[config.mk]
export PLATFORM = sky130hd
export DESIGN_NAME = insn_buffer
export DESIGN_NICKNAME = d
export VERILOG_FILES = /design/src/rtl/insn_buffer.sv
export SDC_FILE = /design/constraint.sdc
export NUM_CORES = 2
export LEC_CHECK = 0
export CELL_PAD_IN_SITES_DETAIL_PLACEMENT = 1
export CELL_PAD_IN_SITES_GLOBAL_PLACEMENT = 1
export CORE_ASPECT_RATIO = 0.8
export CORE_UTILIZATION = 52
export DETAILED_ROUTE_END_ITERATION = 10
export GPL_ROUTABILITY_DRIVEN = 0
export PLACE_DENSITY_LB_ADDON = 0.1
export SLEW_MARGIN = 20
export SYNTH_ARGS = -nofsm -noshare
export SYNTH_HDL_FRONTEND = slang
export SYNTH_SLANG_ARGS = --single-unit
[constraint.sdc]
create_clock -name clk -period 3.8 [get_ports clk]
set_clock_uncertainty 0.15 [all_clocks]
set_input_delay 0.38 -clock clk [delete_from_list [all_inputs] [get_ports clk]]
set_output_delay 0.38 -clock clk [all_outputs]
set_load 0.02 [all_outputs]
[src/rtl/insn_buffer.sv]
// Dual-issue instruction queue between fetch and decode: up to two instructions
// in and two out per cycle, strictly in program order, emptied by flush.
module insn_buffer #(
    parameter int DEPTH  = 8,
    parameter int PTAB_W = 5
) (
    input  logic              clk,
    input  logic              rst_,
    input  logic              flush,
    input  logic              if_ib_valid,
    input  logic [1:0]        if_ib_slot_valid,
    input  logic [31:0]       if_ib_pc_0,
    input  logic [31:0]       if_ib_pc_1,
    input  logic [31:0]       if_ib_insn_0,
    input  logic [31:0]       if_ib_insn_1,
    input  logic [PTAB_W-1:0] if_ib_ptab_addr_0,
    input  logic [PTAB_W-1:0] if_ib_ptab_addr_1,
    input  logic [1:0]        if_ib_delot_flag,
    output logic              ib_allin,
    input  logic              id_allin,
    output logic              ib_valid_ns,
    output logic [31:0]       ib_id_pc_0,
    output logic [31:0]       ib_id_pc_1,
    output logic [31:0]       ib_id_insn_0,
    output logic [31:0]       ib_id_insn_1,
    output logic [PTAB_W-1:0] ib_id_ptab_addr_0,
    output logic [PTAB_W-1:0] ib_id_ptab_addr_1,
    output logic              ib_id_valid_0,
    output logic              ib_id_valid_1,
    output logic [1:0]        ib_id_delot_flag
);

    localparam int AW = $clog2(DEPTH);
    localparam int CW = AW + 1;

    logic [31:0]       pcMem_q   [DEPTH];
    logic [31:0]       insnMem_q [DEPTH];
    logic [PTAB_W-1:0] ptabMem_q [DEPTH];
    logic [DEPTH-1:0]  delotMem_q;

    logic [AW-1:0] head_q, head_d, tail_q, tail_d;
    logic [AW-1:0] headNext, tailNext;
    logic [CW-1:0] count_q, count_d;
    logic [CW-1:0] pushCnt, popCnt;
    logic          pushEn, pushTwo, popEn;

    assign headNext = head_q + AW'(1);
    assign tailNext = tail_q + AW'(1);

    // Acceptance looks only at the registered count, so a same-cycle pop never
    // lets a write land on an entry that decode has not consumed yet.
    assign ib_allin    = (count_q <= CW'(DEPTH - 2));
    assign ib_valid_ns = (count_q != '0);

    always_comb begin
        pushEn  = if_ib_valid && ib_allin && if_ib_slot_valid[0];
        pushTwo = pushEn && if_ib_slot_valid[1];
        popEn   = ib_valid_ns && id_allin;
        pushCnt = pushTwo ? CW'(2) : (pushEn ? CW'(1) : '0);
        popCnt  = '0;
        if (popEn) begin
            popCnt = (count_q >= CW'(2)) ? CW'(2) : CW'(1);
        end
        head_d  = head_q + popCnt[AW-1:0];
        tail_d  = tail_q + pushCnt[AW-1:0];
        count_d = count_q + pushCnt - popCnt;
        if (flush) begin
            head_d  = '0;
            tail_d  = '0;
            count_d = '0;
        end
    end

    always_ff @(posedge clk or negedge rst_) begin
        if (!rst_) begin
            head_q  <= '0;
            tail_q  <= '0;
            count_q <= '0;
        end else begin
            head_q  <= head_d;
            tail_q  <= tail_d;
            count_q <= count_d;
        end
    end

    // Storage is cleared on reset so idle outputs read as zero.
    always_ff @(posedge clk or negedge rst_) begin
        if (!rst_) begin
            for (int i = 0; i < DEPTH; i++) begin
                pcMem_q[i]   <= '0;
                insnMem_q[i] <= '0;
                ptabMem_q[i] <= '0;
            end
            delotMem_q <= '0;
        end else if (pushEn && !flush) begin
            pcMem_q[tail_q]    <= if_ib_pc_0;
            insnMem_q[tail_q]  <= if_ib_insn_0;
            ptabMem_q[tail_q]  <= if_ib_ptab_addr_0;
            delotMem_q[tail_q] <= if_ib_delot_flag[0];
            if (pushTwo) begin
                pcMem_q[tailNext]    <= if_ib_pc_1;
                insnMem_q[tailNext]  <= if_ib_insn_1;
                ptabMem_q[tailNext]  <= if_ib_ptab_addr_1;
                delotMem_q[tailNext] <= if_ib_delot_flag[1];
            end
        end
    end

    assign ib_id_valid_0     = ib_valid_ns;
    assign ib_id_valid_1     = (count_q >= CW'(2));
    assign ib_id_pc_0        = pcMem_q[head_q];
    assign ib_id_pc_1        = pcMem_q[headNext];
    assign ib_id_insn_0      = insnMem_q[head_q];
    assign ib_id_insn_1      = insnMem_q[headNext];
    assign ib_id_ptab_addr_0 = ptabMem_q[head_q];
    assign ib_id_ptab_addr_1 = ptabMem_q[headNext];
    assign ib_id_delot_flag  = {delotMem_q[headNext] & ib_id_valid_1,
                                delotMem_q[head_q] & ib_id_valid_0};

endmodule

# == After elaboration in Yosys (flattened, before gate mapping) ==
# Cells that the tools add are included.
# word_totals
inputBits,147
register_bits,570
output_inout_bits,144
# op_classes
bitwise_logic,6
n_mux,53
order_cmp,14
reduce_logical,11
addsub,6
# op_table
op,count
$bwmux W256,4
$mux W256,2
$bmux W32 S3,4
$mux W32,10
$demux W32 S3,2
$bwmux W40,2
$mux W40,1
$bmux W5 S3,2
$demux W5 S3,2
$mux W5,6
$bwmux W8,2
$ge A4 B4 Y1 const B,4
$lt A3 B4 Y1 const B,4
$not A3 Y4,4
$logic_and A1 B1 Y1,9
$lt A4 B1 Y1 const B,2
$mux W8,1
$add A3 B1 Y3 const B,2
$bmux W1 S3,2
$demux W1 S3,2
$ge A3 B1 Y1 const B,2
$mux W2,3
$mux W3,2
$mux W1,5
10 further kinds,11

# == Longest topological paths before layout ==
# depth
ltp_word,8
mapped_depth,12
ltp_nobuf,12

# == Worst setup path before layout ==
# Ideal clock, no wire load.
# synth_path
kind,reg-to-output
start,reg head_q[1]
end,out ib_id_pc_1[13]
stages_incl_launch_ff,8
setup_slack_ps,1042
t_arrival_ps,2228
required_ps,3270
path_cell_list,dfrtp_1 -> ha_1 -> buf_2 -> buf_2 -> buf_2 -> buf_1 -> mux4_2 -> mux2_2
# synth_via
elab_chain_cells,5
# synth_lines
element,line_no,source
from (decl),41,"logic [AW-1:0] head_q, head_d, tail_q, tail_d;"
from (signal assigned),76,head_q <= '0;
from (signal assigned),80,head_q <= head_d;
$add A3 B1 Y3,47,assign headNext = head_q + AW'(1);
$not A3 Y4 (not written as such),112,assign ib_id_pc_1 = pcMem_q[headNext];
$bmux W32 S3,112,
$mux W32 (not written as such) (2 in a row),112,
to (decl),23,"output logic [31:0] ib_id_pc_1,"
# Every way passes these cells. The select of a mux whose other input is x is not followed.

# == Worst setup path after layout ==
# layout_path
start,reg head_q[0]
end,out ib_id_pc_1[2]
# The elaborated chain is that of the path after synthesis.

==> results.sh <==
export IMPL_drive_above_1_share_pct=24.7
export IMPL_start_util_pct=52.6
export IMPL_final_net_count=2942
export IMPL_clock_latency_ns=0.64
export IMPL_yosys_warnings=0
export IMPL_htree_levels=2
export IMPL_rrSetupSlack_ns=0.48
export IMPL_grt_usage_pct=40.1
export IMPL_wl_mm=133
export IMPL_max_freq_ghz=0.265
export IMPL_synth_nets=2906
export IMPL_reg2reg_depth=6
export IMPL_grt_pass1_wl_mm=200
export IMPL_hold_path_class="in2async"
export IMPL_worst_pin_slew_ns=0.941
export IMPL_chipHeight_um=230
export IMPL_fp_dieW_um=287
export IMPL_ioPinCount=291
export IMPL_ys_seq_area_share_pct=42.2
export IMPL_crit_path_end="ib_id_pc_1[2]"
export IMPL_synthTopCellsByArea="dfrtp_1 42%, mux4_2 19%, a2bb2oi_1 15%, o22ai_1 10%, mux2_2 4.6%"
export IMPL_setup_worst_path_end_class="output port"
export IMPL_ir_drop_v=0.000437
export IMPL_cts_root_buf="clkbuf_16"
export IMPL_r2r_start="tail_q[0]"
export IMPL_status="completed"
export IMPL_drtAntennaViolNets=0
export IMPL_max_cap_viol_count=0
export IMPL_clk_pin_slew_ns=0.07
export IMPL_ys_dominant_reg_cell="dfrtp_1"
export IMPL_startpoint_type="flop"
export IMPL_arrival_ns=3.25
export IMPL_synth_area_leader_cell="dfrtp_1"
export IMPL_clkSinkCount=570
export IMPL_clk_path_buf_depth=3
export IMPL_fin_area_mm2=0.0396
export IMPL_netlist_area_mm2=0.0338
export IMPL_area_delta_synth_final_pct=17.3
export IMPL_crit_type="reg2out"
export IMPL_synth_distinct_cells=35
export IMPL_first_pass_iters=6
export IMPL_rsz0062_at_grt="yes"
export IMPL_avgViaCountPerCell=7.98
export IMPL_p_total_w=0.0288
export IMPL_grt_max_degree=161
export IMPL_drt_initial_drc_count=3423
export IMPL_first_global_vias=31009
export IMPL_wl_per_cell_um=36.2
export IMPL_placed_area_mm2=0.0374
export IMPL_netlist_area_leader_share_pct=42.2
export IMPL_hpwl_mm=70.1
export IMPL_finalSetupViolations=0
export IMPL_core_rowCount=83
export IMPL_crit_path_start="head_q[0]"
export IMPL_die_area_mm2=0.0660
export IMPL_drv_slew=0
export IMPL_required_ns=3.27
export IMPL_vias=29404
export IMPL_fin_crit_ns=3.78
export IMPL_core_area_mm2=0.0642
export IMPL_ys_ff_latch=570
export IMPL_slew_headroom_pct=37.3
export IMPL_io_buffers=290
export IMPL_finalHoldViolations=0
export IMPL_syn_avg_cell_area_um2=12.3
export IMPL_finalCritPeriodShare_pct=99.4
export IMPL_grt_ovfl_total=0
export IMPL_cts_made_buffers=60
export IMPL_cts_tree="done"
export IMPL_power_leakage_nw=15.5
export IMPL_synth_async_reset_ratio_pct=100
export IMPL_crit_fanout=23
export IMPL_drc=0
export IMPL_synthCells=2745
export IMPL_worstReg2RegEnd="pcMem_q[195]"
export IMPL_p_per_area_mw_per_mm2=727
export IMPL_antenna_found_initial=8
export IMPL_setup_tns_final_ns=0
export IMPL_synth_enable_flop_cells=0
critical path, cell delays in order (launching register included):
cell and delay, ns:
dfrtp_4 0.58, ha_4 0.36, buf_12 0.24, mux4_2 0.55
mux2_2 0.30, clkdlybuf4s50_1 0.55
power breakdown:
part	switching [W]	total (W)	leakage [nW]	internal (W)
logic	0.00640	0.0133	7.18	0.00692
clock network	0.00266	0.00614	0.980	0.00348
registers	0.00161	0.00937	7.37	0.00776
total	0.0107	0.0288	15.5	0.0182
layout by cell type (no fill, tap or decap), drive strengths merged, types with 66 or more instances in the layout:
master	instances
dfrtp	570
o22ai	560
a2bb2oi	560
mux4	280
clkdlybuf4s50	207
mux2	138
clkbuf	93
buf	85
nand2b	75
or2	73
dlygate4sd2	66
cell families (layout without fill, tap and decap cells):
group | Yosys count | in the layout | share of synthesized area, %
multiplexers | 420 | 420 | 23.3
buffers and inverters | 414 | 498 | 5.03
XOR/XNOR | 7 | 7 | 0.204
other | 0 | 7 | 0
adder cells (fa/ha/maj) | 14 | 14 | 0.608
flip-flops | 570 | 570 | 42.2
AO/OA/AOI/OAI | 1131 | 1131 | 25.2
AND/OR/NAND/NOR | 189 | 189 | 3.39
synth_stat cells, types with 2 or more instances:
master       n
mux4_2     280
nand2_1     10
mux2i_1      2
and3b_1      2
dfrtp_1    570
o22ai_1    560
buf_1      117
mux2_2     138
nor2b_1      8
inv_1        9
ha_1        10
a21oi_1      2
nor2_1      10
buf_4       12
a2bb2oi_1  560
nand3_1      2
fa_1         4
buf_2       78
or2_2       73
nand4_1      3
xnor2_1      5
nand2b_1    75
a21oi_2      6
clkbuf_1   198
worst min-delay path by stage:
stage	slack, ns	end	cells after the start
floorplan	-0.07	count_q[0]	0
global placement	0.34	pcMem_q[88]	1
detailed placement	0.36	pcMem_q[120]	1
CTS	0.28	pcMem_q[24]	2
global route	0.31	pcMem_q[56]	2
finish	0.26	pcMem_q[120]	2
per-stage QoR:
step / hold slack [ns] / setup slack, ns / util [%] / cells
after floorplan: -0.0656 / 1.04 / - / 2745
after CTS: 0.280 / -0.000755 / 61.6 / 3678
after global routing: 0.312 / -0.0134 / 61.7 / 3684
after global placement: 0.338 / 0.491 / 58.3 / 3561
after detailed placement: 0.355 / 0.476 / 58.3 / 3561
final: 0.261 / 0.0244 / 61.7 / 3686
state kept, by name, summed over array words and instances (netlist names):
name / cells
insnMem_q: 256
count_q: 4
head_q: 3
tail_q: 3
delotMem_q: 8
pcMem_q: 256
ptabMem_q: 40
cell type report:
type,instances,area (um^2)
Sequential cell,570,14300
Multi-Input combinational cell,1761,18000
Fill cell,6105,24600
Timing Repair Buffer,379,4280
Clock inverter,18,193
Inverter,9,33.8
Antenna cell,7,17.5
Tap cell,850,1060
Clock buffer,92,1780
layer usage:
metal  GRT usage (%)  part of all wire [%]  vias to the layer above
met5               0                 0.024                        -
li1                -                     -                    11385
met1            56.0                    39                    15454
met2            61.2                    47                     2122
met4            18.4                   4.4                        6
met3            7.48                   9.9                      437
timing repair:
action,in CTS,in global routing
pin swaps,1,0
gates cloned,3,1
endpoints found under the setup margin,112,24
hold buffers,1,0
gates resized for setup,70,17
buffers inserted,3,0
endpoints found under the hold margin,81,0
No activity file was read; power rests on OpenSTA's default activity.
